File: config.mk
export PLATFORM = sky130hd
export DESIGN_NAME = ahb_apb_bridge_gen2
export DESIGN_NICKNAME = d
export VERILOG_FILES = /design/src/rtl/ahb_apb_bridge_gen2.sv
export SDC_FILE = /design/constraint.sdc
export NUM_CORES = 1
export LEC_CHECK = 0
export ABC_AREA = 1
export CORE_UTILIZATION = 43
export CTS_BUF_LIST = sky130_fd_sc_hd__clkbuf_4
export DETAILED_ROUTE_END_ITERATION = 7
export GPL_TIMING_DRIVEN = 0
export PLACE_DENSITY = 0.9
export SLEW_MARGIN = 20
export SYNTH_ARGS = -nofsm -noshare
export SYNTH_HDL_FRONTEND = slang
export SYNTH_SLANG_ARGS = --single-unit
File: constraint.sdc
create_clock -name Hclk -period 2.1 [get_ports Hclk]
set_clock_uncertainty 0.05 [all_clocks]
set_input_delay 0.63 -clock Hclk [delete_from_list [all_inputs] [get_ports Hclk]]
set_output_delay 0.63 -clock Hclk [all_outputs]
set_load 0.02 [all_outputs]
File: src/rtl/ahb_apb_bridge_gen2.sv
// AHB-to-APB3 bridge with a single transfer in flight, generic slave map, APB wait
// states, slave errors and a Pready timeout; unmapped addresses get a two-cycle ERROR.
module ahb_apb_bridge_gen2 #(
  parameter int                    ADDR_WIDTH  = 32,
  parameter int                    DATA_WIDTH  = 32,
  parameter int                    NUM_SLAVES  = 3,
  parameter logic [ADDR_WIDTH-1:0] BASE_ADDR   = 32'h8000_0000,
  parameter int                    REGION_LOG2 = 26,
  parameter int                    TIMEOUT     = 16
) (
  input  logic                  Hclk,
  input  logic                  Hreset,
  input  logic                  Hwrite,
  input  logic                  Hreadyin,
  input  logic [1:0]            Htrans,
  input  logic [ADDR_WIDTH-1:0] Haddr,
  input  logic [DATA_WIDTH-1:0] Hwdata,
  output logic [DATA_WIDTH-1:0] Hrdata,
  output logic                  Hreadyout,
  output logic [1:0]            Hresp,
  input  logic [DATA_WIDTH-1:0] Prdata,
  input  logic                  Pready,
  input  logic                  Pslverr,
  output logic [ADDR_WIDTH-1:0] Paddr,
  output logic [DATA_WIDTH-1:0] Pwdata,
  output logic                  Pwrite,
  output logic                  Penable,
  output logic [NUM_SLAVES-1:0] Pselx
);

  localparam int SEL_BITS = (NUM_SLAVES > 1) ? $clog2(NUM_SLAVES) : 1;
  localparam int TAG_LSB  = REGION_LOG2 + SEL_BITS;
  localparam int CNT_W    = (TIMEOUT > 1) ? $clog2(TIMEOUT) : 1;
  localparam logic [CNT_W-1:0] CNT_LAST = CNT_W'((TIMEOUT > 0) ? TIMEOUT - 1 : 0);

  typedef enum logic [2:0] {IDLE, LATCH, SETUP, ACCESS, ERR1, ERR2} state_t;

  state_t                  state, state_next;
  logic [CNT_W-1:0]        cnt;
  logic [SEL_BITS-1:0]     idx, idx_q;
  logic                    valid, accept, hit, timed_out;
  logic                    hready_d, penable_d, sel_phase;
  logic [1:0]              hresp_d;
  logic [NUM_SLAVES-1:0]   psel_d;

  // BUSY and IDLE transfer types are ignored; only NONSEQ/SEQ start an access.
  assign valid     = Hreadyin && (Htrans == 2'b10 || Htrans == 2'b11);
  assign accept    = valid && (state == IDLE || state == ERR2);
  assign idx       = Haddr[TAG_LSB-1:REGION_LOG2];
  assign hit       = (Haddr[ADDR_WIDTH-1:TAG_LSB] == BASE_ADDR[ADDR_WIDTH-1:TAG_LSB]) &&
                     ({1'b0, idx} < (SEL_BITS+1)'(NUM_SLAVES));
  assign timed_out = (TIMEOUT != 0) && (cnt == CNT_LAST);

  always_ff @(posedge Hclk) begin
    if (Hreset) begin
      state     <= IDLE;
      cnt       <= '0;
      Hreadyout <= 1'b1;
      Hresp     <= 2'b00;
      Pselx     <= '0;
      Penable   <= 1'b0;
    end else begin
      state     <= state_next;
      Hreadyout <= hready_d;
      Hresp     <= hresp_d;
      Pselx     <= psel_d;
      Penable   <= penable_d;
      if (state == SETUP)
        cnt <= '0;
      else if (state == ACCESS && !Pready)
        cnt <= cnt + 1'b1;
    end
  end

  always_comb begin
    state_next = state;
    case (state)
      IDLE, ERR2: begin
        if (valid) state_next = hit ? LATCH : ERR1;
        else       state_next = IDLE;
      end
      LATCH:  state_next = SETUP;
      SETUP:  state_next = ACCESS;
      ACCESS: begin
        if (Pready)         state_next = Pslverr ? ERR1 : IDLE;
        else if (timed_out) state_next = ERR1;
      end
      ERR1:    state_next = ERR2;
      default: state_next = IDLE;
    endcase
  end

  // Outputs are decoded from the next state so that they are registered.
  always_comb begin
    hready_d  = (state_next == IDLE) || (state_next == ERR2);
    hresp_d   = ((state_next == ERR1) || (state_next == ERR2)) ? 2'b01 : 2'b00;
    sel_phase = (state_next == SETUP) || (state_next == ACCESS);
    penable_d = (state_next == ACCESS);
    psel_d    = '0;
    for (int i = 0; i < NUM_SLAVES; i++)
      psel_d[i] = sel_phase && (idx_q == SEL_BITS'(i));
  end

  always_ff @(posedge Hclk) begin
    if (Hreset) begin
      Paddr  <= '0;
      Pwrite <= 1'b0;
      Pwdata <= '0;
      Hrdata <= '0;
      idx_q  <= '0;
    end else begin
      if (accept && hit) begin
        Paddr  <= Haddr;
        Pwrite <= Hwrite;
        idx_q  <= idx;
      end
      // Hwdata arrives in the AHB data phase, which is the LATCH cycle.
      if (state == LATCH && Pwrite)
        Pwdata <= Hwdata;
      if (state == ACCESS && Pready && !Pslverr && !Pwrite)
        Hrdata <= Prdata;
    end
  end

endmodule
==> results by group, run 1 <==
Logic synthesis
  • Ys async rst share: 0%
  • Synthesized instance count: 511
  • Sequential fraction of the synthesis area: 56.2%
  • Synthesized Nets: 616
  • Yosys cell types: 23
  • Post-synth EDFFs: 0
  • Seq cells post-synth: 110
  • Post-Syn Area: 3920 sq um
  • Top_reg_cell synth: dfxtp_1
  • Syn. warnings: 0
  • Syn Area/Cell: 7.67 sq um

Floorplanning
  • Core ar.: 8760 sq um
  • Rows: 34
  • Starting Density: 44.7%
  • Ports: 208
  • Die width: 97.5 um
  • Full die area: 9500 sq um
  • Die Height: 97.5 um

Setup path
  • WP data required: 1.42 ns
  • Worst Setup End Kind: output port
  • Crit path cell chain: clkdlybuf4s50_1
  • Buf/Inv on CP: 1
  • Slowest Stage Delay on Critical Path: 0.59 ns
  • Setup crit start kind: flip-flop
  • Cell family with the largest share of critical-path delay: buffers and inverters
  • Setup CP Type: reg2out
  • CP max FO: 1
  • Crit-path slowest cell: clkdlybuf4s50_1
  • Arrival time worst endpoint: 1.36 ns

Detailed routing
  • Initial DRC count: 130
  • Vias per std cell: 4.94
  • WL per Instance: 14.5 um
  • Vias: 4,148
  • Post-Route WL: 12.2 mm
  • Drt drc: 0
  • DR pass1 iterations: 5
  • Antenna-violating nets left: 0

Power and ir drop
  • Clock Power Share: 29.5%
  • Net switching power: 0.865 mW
  • Switching share of total power: 24.0%
  • Design Power: 3.61 mW
  • Comb power frac: 11.5%
  • Pleak: 3.34 nW
  • Worst vdd ir: 0.000350 V
  • Sequential Power Share: 59.0%
  • Int Pwr: 2.74 mW
  • Cell area power density: 579 nW/um^2

Layout
  • Ant diodes: 0
  • End-of-flow core utilization: 71.2%
  • Syn-to-layout area delta: 59.1%
  • Post-Layout Inst Area: 6240 sq um
  • Share of layout cells above drive strength 1: 5.33%
  • Layout Nets: 832

Timing
  • Fin. Hold Viols: 0
  • FMAX: 490 MHz
  • Slew Viols, Final: 0
  • Final setup margin: 0.0599 ns
  • Fin crit period: 2.04 ns
  • Crit share post-route: 97.1%
  • RSZ-0062 raised after global routing: false
  • Final Setup Violations: 0

GRT
  • Antenna violations before repair: 0
  • Remaining global-route overflow: 0
  • Vias in the first global route: 4,042
  • Gr usage total: 25.4%
  • Global-route wire length before repair: 19.6 mm
  • Pin count of the biggest net entering global routing: 18

CTS
  • H-tree depth: 3
  • Clk_lat worst skew: 0.43 ns
  • Sink Count: 110
  • CTS tree: done
  • Hold Buf Count CTS: 0
  • CTS Buf Count: 9
  • CTS max path bufs: 2
  • Postcts setup bufs: 0
  • CTS clock-pin slew for the worst setup and hold paths: 0.16 ns
  • Root Driver: clkbuf_4

Run status
  • Status: finished clean

Placement
  • DP Wirelength: 9.29 mm
  • Area after DPL: 6110 sq um
  • Port Buffer Count: 205
  • Pre-CTS WS: -0.345 ns
  • Routability Congestion: 0.910

Flow run
  • Max-Cap Viols: 0

Hold path
  • Min-delay worst type: reg2reg
-- logic make-up (layout without fill, tap and decap cells) --
kind of cell	after synthesis	count (layout)	share of synthesized area, %
simple gates	252	252	25.3
flops	110	110	56.2
compound gates	98	98	12.5
buf+inv	48	269	5.30
fa+ha+maj	1	1	0.319
other cells	1	1	0.0957
xor+xnor	1	1	0.223
-- registers in the layout (all words and copies together), names as in the netlist --
| name | count |
|---|---|
| state | 3 |
| Hresp | 1 |
| Penable | 1 |
| Paddr | 32 |
| Pwrite | 1 |
| Pwdata | 32 |
| Pselx | 3 |
| Hreadyout | 1 |
| cnt | 4 |
| Hrdata | 32 |
-- what timing repair did --
item	in CTS	in global routing
endpoints found under the hold margin	0	0
gates resized for setup	71	31
pin swaps	0	0
endpoints found under the setup margin	71	31
cloned	0	0
-- Yosys cell counts (2+ instances only) --
cell	count	area, sq um
nor3_1	4	20.0
nor2_1	207	777
a21oi_1	2	10.0
o21ai_0	90	450
nand2_1	23	86.3
inv_2	3	11.3
clkbuf_1	15	56.3
o21ai_1	5	25.0
dfxtp_1	110	2200
inv_1	15	56.3
buf_4	4	30.0
nand3_2	2	20.0
buf_2	10	50.1
nand3_1	12	60.1
-- cell usage in the layout, fill, tap and decap left out, types with 2 or more instances in the layout --
cell type and n:
inv_2 3, clkbuf_1 15, nor2_1 207, a21oi_1 2
nand2_1 23, nor3_1 4, buf_2 10, inv_1 15
dfxtp_1 110, buf_4 4, nand3_1 12, o21ai_1 5
nand3_2 2, clkbuf_4 11, o21ai_0 90, dlymetal6s2s_1 31
clkinvlp_4 2, dlygate4sd2_1 71, clkdlybuf4s50_1 103
-- worst paths after layout --
path	endpoint	slack [ns]	depth (start not counted)	startpoint
setup / recovery	Hreadyout	0.06	1	Hreadyout$_SDFF_PP1_
hold / removal	Paddr[28]$_SDFFE_PP0P_	0.40	2	Paddr[28]$_SDFFE_PP0P_
setup reg to reg	Pwdata[18]$_SDFFE_PP0P_	0.42	7	state[2]$_SDFF_PP0_
hold reg to reg	Paddr[28]$_SDFFE_PP0P_	0.40	2	Paddr[28]$_SDFFE_PP0P_
-- through the flow --
step	instances	hold WS, ns	setup TNS (ns)
global route	840	0.421	0
CTS	840	0.397	0
floorplan	511	0.398	0
finish	840	0.398	0
global placement	824	0.377	-8.75
detailed placement	824	0.379	-10.38
-- metal layers --
layer  global-route usage [%]  vias to the layer above  share of wire, %
met4                     6.90                        0               1.8
met1                     29.0                     1883                40
met2                     47.0                      196                51
li1                         -                     2050                 -
met3                     5.76                       19               7.2
met5                        0                        -                 0
-- power groups by stage --
stage | clock (mW) | combinational, mW | sequential, mW
after floorplan | 0 | 0.125 | 2.20
after global placement | 0 | 0.404 | 2.17
after detailed placement | 0 | 0.414 | 2.17
after CTS | 1.09 | 0.413 | 2.13
after global routing | 1.18 | 0.446 | 2.13
final | 1.07 | 0.414 | 2.13
-- layout make-up --
class	count	area (sq um)
Tap cell	108	135
Fill cell	709	2530
Timing Repair Buffer	205	2040
Clock inverter	5	58.8
Sequential cell	110	2200
Buffer	30	140
Multi-Input combinational cell	353	1510
Clock buffer	11	82.6
Inverter	18	67.6
(Power assumes the default switching activity.)
==> inputs of run 2 (changes only) <==
- GPL_TIMING_DRIVEN: 0 -> default
- REMOVE_ABC_BUFFERS: default -> 1
==> results by group, run 2 (synthesized netlist as in run 1, its figures left out) <==
Run status
  • Status: finished clean

GRT
  • Vias in the first global route: 3,836 (-5.1%)
  • Global-route wire length before repair: 17.7 mm (-9.4%)
  • Remaining global-route overflow: 0 (unchanged)
  • Gr usage total: 22.9% (-2.5 points)
  • Grt met2 use: 40.0% (-6.9 points)
  • Pin count of the biggest net entering global routing: 55 (+37)
  • Antenna violations before repair: 0 (unchanged)
  • Met3 usage: 7.05% (+1.3 points)
  • GRT met1 Usage: 27.1% (-2.0 points)
  • Gr busiest metal: met2

Setup path
  • WP data required: 1.42 ns (about the same)
  • Slowest Stage Delay on Critical Path: 0.43 ns (-0.16 ns)
  • Setup CP Type: reg2out
  • Setup crit start: Pwrite$_SDFFE_PP0P_
  • Setup crit start kind: flip-flop
  • Worst r2r dst: Pwdata[24]$_SDFFE_PP0P_
  • Cell family with the largest share of critical-path delay: flip-flops
  • Crit. path cell count: 1 (unchanged)
  • Crit-path slowest cell: dfxtp_1
  • R2R Setup Slk: 0.24 ns (-0.18 ns)
  • CP max FO: 4 (+3)
  • Worst Setup End Kind: output port
  • Crit path cell chain: dlygate4sd2_1
  • Buf/Inv on CP: 1 (unchanged)
  • Worst reg2reg path startpoint: state[2]$_SDFF_PP0_
  • Reg2reg path depth: 7 (unchanged)
  • Crit path to: Pwrite
  • Arrival time worst endpoint: 1.23 ns (-0.13 ns)

Timing
  • Fin crit period: 1.91 ns (-0.131 ns)
  • FMAX: 524 MHz (+6.8%)
  • Fin. Hold Viols: 0 (unchanged)
  • RSZ-0062 raised after global routing: false
  • Final Setup Violations: 0 (unchanged)
  • Setup TNS: 0 ns (unchanged)
  • Slew Viols, Final: 0 (unchanged)
  • Final hold slack: 0.410 ns (+0.0125 ns)
  • Worst-Margin Slew: 0.971 ns
  • Max_slew headroom: 35.2%
  • Crit share post-route: 90.9% (-6.2 points)

Floorplanning
  • Die width: 97.5 um (unchanged)
  • Starting Density: 44.7% (unchanged)
  • Full die area: 9500 sq um (unchanged)
  • Rows: 34 (unchanged)
  • Die Height: 97.5 um (unchanged)
  • Core ar.: 8760 sq um (unchanged)
  • Ports: 208 (unchanged)

Layout
  • Share of layout cells above drive strength 1: 5.05% (-0.28 points)
  • Top Registers: Hrdata: 32 flops, Paddr: 32 flops, Pwdata: 32 flops
  • Most frequent cells in the layout: 207 x nor2_1, 110 x dfxtp_1, 102 x clkdlybuf4s50_1
  • Register area: 2200 sq um (unchanged)
  • Ant diodes: 0 (unchanged)
  • Commonest non-fill, non-tap cell in the layout: nor2_1
  • Syn-to-layout area delta: 57.1%
  • Layout Nets: 813 (-2.3%)
  • Filler Cell Count: 690 (-2.7%)
  • Multi-input logic area: 1510 sq um (unchanged)

CTS
  • CTS Buf Count: 9 (unchanged)
  • Clk_lat worst skew: 0.43 ns (about the same)
  • Sink Count: 110 (unchanged)
  • CTS tree: done
  • Root Driver: clkbuf_4
  • CTS max path bufs: 2 (unchanged)
  • H-tree depth: 3 (unchanged)
  • CTS clock-pin slew for the worst setup and hold paths: 0.16 ns (about the same)
  • Hold Buf Count CTS: 0 (unchanged)

Detailed routing
  • WL per Instance: 13.6 um (-5.8%)
  • Vias: 4,054 (-2.3%)
  • Drt drc: 0 (unchanged)
  • Initial DRC count: 99 (-24%)
  • DR pass1 iterations: 6 (+1)
  • Antenna-violating nets left: 0 (unchanged)
  • Vias per std cell: 4.94 (about the same)
  • Post-Route WL: 11.2 mm (-7.9%)

Power and ir drop
  • Cell area power density: 583 nW/um^2 (+0.78%)
  • Pleak: 3.11 nW (-6.7%)
  • Worst vdd ir: 0.000395 V (+13%)

Flow run
  • Max-Cap Viols: 0 (unchanged)

Placement
  • Port Buffer Count: 205 (unchanged)
  • DP Wirelength: 8.13 mm (-12%)
  • Routability Congestion: 0.818 (-10%)

Hold path
  • Min-delay worst type: reg2reg
==> run 2: changes by cell type in the layout (fill, tap and decap cells not counted), moves of 2 or more <==
cell            change
buf_2              -10
clkinv_4            +3
dlymetal6s2s_1     -15
clkinvlp_4          -2
buf_4               +4
dlygate4sd2_1      +16
clkbuf_1           -15
clkbuf_4            -2
buf_12              +3
==> run 2: where the power goes <==
group,internal [mW],switching [mW]
Combinational,0.237,0.171
Sequential,2.11,0.0160
Clock,0.370,0.685
Total,2.72,0.872
==> run 2: how the worst min path moves through the flow <==
| stage | start | end | slack (ns) | depth (start not counted) |
|---|---|---|---|---|
| after global routing | Paddr[30]$_SDFFE_PP0P_ | Paddr[30]$_SDFFE_PP0P_ | 0.43 | 2 |
| after floorplan | cnt[2]$_SDFFE_PP0P_ | cnt[2]$_SDFFE_PP0P_ | 0.40 | 2 |
| after detailed placement | Paddr[30]$_SDFFE_PP0P_ | Paddr[30]$_SDFFE_PP0P_ | 0.39 | 2 |
| final | Paddr[28]$_SDFFE_PP0P_ | Paddr[28]$_SDFFE_PP0P_ | 0.41 | 2 |
| after CTS | Paddr[30]$_SDFFE_PP0P_ | Paddr[30]$_SDFFE_PP0P_ | 0.41 | 2 |
| after global placement | Paddr[28]$_SDFFE_PP0P_ | Paddr[28]$_SDFFE_PP0P_ | 0.38 | 2 |
==> run 2: final cells by class <==
class | instances | share of cell area (%)
multi-input combinational | 353 | 24.5
clock inverter | 7 | 1.20
sequential | 110 | 35.8
inverter | 18 | 1.10
timing repair buffer | 216 | 34.1
tap | 108 | 2.19
clock buffer | 9 | 1.10
==> run 2: what timing repair did <==
| item | in CTS | in global routing |
|---|---|---|
| pin swaps | 0 | 0 |
| setup endpoints to repair | 87 | 16 |
| gates cloned | 0 | 0 |
| gates resized for setup | 87 | 16 |
| setup buffers | 0 | 0 |
==> run 2: per-stage QoR <==
stage	util, %	std cells	setup WS (ns)	cell area [sq um]	power [mW]
floorplan	-	481	-0.0517	3780	2.31
global placement	69.5	805	-0.0608	6090	2.58
detailed placement	69.5	805	-0.124	6090	2.59
CTS	69.8	821	0.000290	6120	3.63
global route	70.3	821	0.0221	6160	3.76
finish	70.3	821	0.191	6160	3.59
==> run 2: tightest hold or removal path, cell delays in order (launching register included) <==
cell     delay [ns]
dfxtp_1        0.34
nand2_1        0.06
nor2_1         0.04
==> run 2: layer usage <==
layer,up-vias,share of wire [%],wire length [um]
met5,-,0,0
met4,0,0.85,95
met3,10,8.1,905
met2,161,49,5530
met1,1873,42,4670
li1,2010,-,-
==> inputs of run 3 (changes only) <==
- MAX_ROUTING_LAYER: default -> met4
==> results by group, run 3 (synthesized netlist as in run 1, its figures left out) <==
CTS
  • Sink Count: 110 (unchanged)
  • H-tree depth: 3 (unchanged)
  • CTS max path bufs: 2 (unchanged)
  • CTS clock-pin slew for the worst setup and hold paths: 0.17 ns (about the same)
  • Postcts setup bufs: 0 (unchanged)
  • CTS Buf Count: 9 (unchanged)
  • Clk_lat worst skew: 0.42 ns (about the same)
  • Post-CTS resize count: 87 (unchanged)
  • Hold Buf Count CTS: 0 (unchanged)
  • Root Driver: clkbuf_4
  • CTS tree: done

Power and ir drop
  • Switching share of total power: 24.1% (-0.19 points)
  • Design Power: 3.58 mW (-0.25%)
  • Cell area power density: 582 nW/um^2 (-0.25%)
  • Worst vdd ir: 0.000394 V (-0.26%)
  • Sequential Power Share: 59.4% (about the same)
  • Comb power frac: 11.4% (about the same)
  • Clock Power Share: 29.2% (-0.2 points)
  • Net switching power: 0.864 mW (-1.0%)
  • Int Pwr: 2.72 mW (about the same)
  • Pleak: 3.11 nW (unchanged)

Layout
  • Syn-to-layout area delta: 57.1% (unchanged)
  • Ant diodes: 0 (unchanged)
  • Share of layout cells above drive strength 1: 5.05% (unchanged)
  • Most frequent cells in the layout: 207 x nor2_1, 110 x dfxtp_1, 102 x clkdlybuf4s50_1
  • Filler Cell Count: 690 (unchanged)
  • Post-Layout Inst Area: 6160 sq um (unchanged)
  • Layout Nets: 813 (unchanged)
  • Top Registers: Hrdata: 32 flops, Paddr: 32 flops, Pwdata: 32 flops
  • Commonest non-fill, non-tap cell in the layout: nor2_1

Setup path
  • Worst reg2reg path startpoint: state[2]$_SDFF_PP0_
  • Arrival time worst endpoint: 1.23 ns (about the same)
  • Setup CP Type: reg2out
  • Worst Setup End Kind: output port
  • Crit path cell chain: dlygate4sd2_1
  • CP max FO: 4 (unchanged)
  • R2R Setup Slk: 0.24 ns (about the same)
  • WP data required: 1.42 ns (about the same)
  • Crit-path slowest cell: dfxtp_1
  • Cell family with the largest share of critical-path delay: flip-flops
  • Reg2reg path depth: 7 (unchanged)
  • Crit path to: Pwrite
  • Slowest Stage Delay on Critical Path: 0.42 ns (about the same)
  • Crit. path cell count: 1 (unchanged)
  • Buf/Inv on CP: 1 (unchanged)
  • Worst r2r dst: Pwdata[24]$_SDFFE_PP0P_
  • Setup crit start kind: flip-flop
  • Setup crit start: Pwrite$_SDFFE_PP0P_

Placement
  • DP Wirelength: 8.13 mm (unchanged)
  • Port Buffer Count: 205 (unchanged)
  • Area after DPL: 6090 sq um (unchanged)
  • Routability Congestion: 0.830 (+1.5%)
  • Pre-CTS WS: -0.124 ns (unchanged)

Floorplanning
  • Full die area: 9500 sq um (unchanged)
  • Die Height: 97.5 um (unchanged)
  • Core ar.: 8760 sq um (unchanged)
  • Die width: 97.5 um (unchanged)
  • Starting Density: 44.7% (unchanged)
  • Rows: 34 (unchanged)
  • Ports: 208 (unchanged)

GRT
  • Vias in the first global route: 3,849 (+0.34%)
  • Global-route wire length before repair: 17.7 mm (-0.20%)
  • Gr usage total: 23.6% (+0.66 points)
  • Remaining global-route overflow: 0 (unchanged)
  • Antenna violations before repair: 0 (unchanged)
  • Pin count of the biggest net entering global routing: 55 (unchanged)

Timing
  • RSZ-0062 raised after global routing: false
  • FMAX: 524 MHz (+0.10%)
  • Fin crit period: 1.91 ns (-0.00200 ns)
  • Final setup margin: 0.193 ns (+0.00200 ns)
  • Setup TNS: 0 ns (unchanged)
  • Final hold slack: 0.412 ns (+0.00170 ns)
  • Final Setup Violations: 0 (unchanged)
  • Max_slew headroom: 34.5% (-0.68 points)
  • Fin. Hold Viols: 0 (unchanged)
  • Slew Viols, Final: 0 (unchanged)
  • Crit share post-route: 90.8% (-0.095 points)
  • Worst-Margin Slew: 0.981 ns (+0.0102 ns)

Detailed routing
  • WL per Instance: 13.5 um (-0.71%)
  • Vias: 4,067 (+0.32%)
  • Drt drc: 0 (unchanged)
  • Post-Route WL: 11.1 mm (-0.71%)
  • DR pass1 iterations: 4 (-2)
  • Vias per std cell: 4.95 (+0.32%)
  • Antenna-violating nets left: 0 (unchanged)
  • Initial DRC count: 127 (+28%)

Run status
  • Status: finished clean

Flow run
  • Max-Cap Viols: 0 (unchanged)

Hold path
  • Min-delay worst type: reg2reg
## run 3: cell counts in the layout (fill, tap and decap cells not counted)
No cell type changed its count.
## run 3: power groups by stage
stage / clock network, mW / registers, mW / logic, mW
after global routing: 1.18 / 2.13 / 0.440
after detailed placement: 0 / 2.17 / 0.414
after CTS: 1.09 / 2.13 / 0.408
after floorplan: 0 / 2.20 / 0.116
final: 1.05 / 2.13 / 0.408
after global placement: 0 / 2.17 / 0.405
## run 3: final cells by class
cell class | instances | area, sq um | share of cell area (%)
tap | 108 | 135 | 2.19
clock inverter | 7 | 73.8 | 1.20
multi-input combinational | 353 | 1510 | 24.5
clock buffer | 9 | 67.6 | 1.10
inverter | 18 | 67.6 | 1.10
sequential | 110 | 2200 | 35.8
timing repair buffer | 216 | 2100 | 34.1
## run 3: metal layers
metal	global-route usage, %	share of wire, %	vias up
li1	-	-	2009
met1	27.9	42	1864
met2	40.0	49	177
met3	5.11	7.2	17
met4	7.24	1.5	0
met5	-	0	-
## run 3: worst min path at each step
stage,start,to,slack (ns),cells past startpoint
2_1_floorplan,cnt[2]$_SDFFE_PP0P_,cnt[2]$_SDFFE_PP0P_,0.40,2
3_3_place_gp,Paddr[28]$_SDFFE_PP0P_,Paddr[28]$_SDFFE_PP0P_,0.38,2
3_5_place_dp,Paddr[30]$_SDFFE_PP0P_,Paddr[30]$_SDFFE_PP0P_,0.39,2
4_1_cts,Paddr[30]$_SDFFE_PP0P_,Paddr[30]$_SDFFE_PP0P_,0.41,2
5_1_grt,Paddr[30]$_SDFFE_PP0P_,Paddr[30]$_SDFFE_PP0P_,0.43,2
6_report,Paddr[30]$_SDFFE_PP0P_,Paddr[30]$_SDFFE_PP0P_,0.41,2
## run 3: through the flow
step,utilization (%),instances
after global placement,69.5,805
after CTS,69.8,821
final,70.3,821
after detailed placement,69.5,805
after global routing,70.3,821
after floorplan,-,481
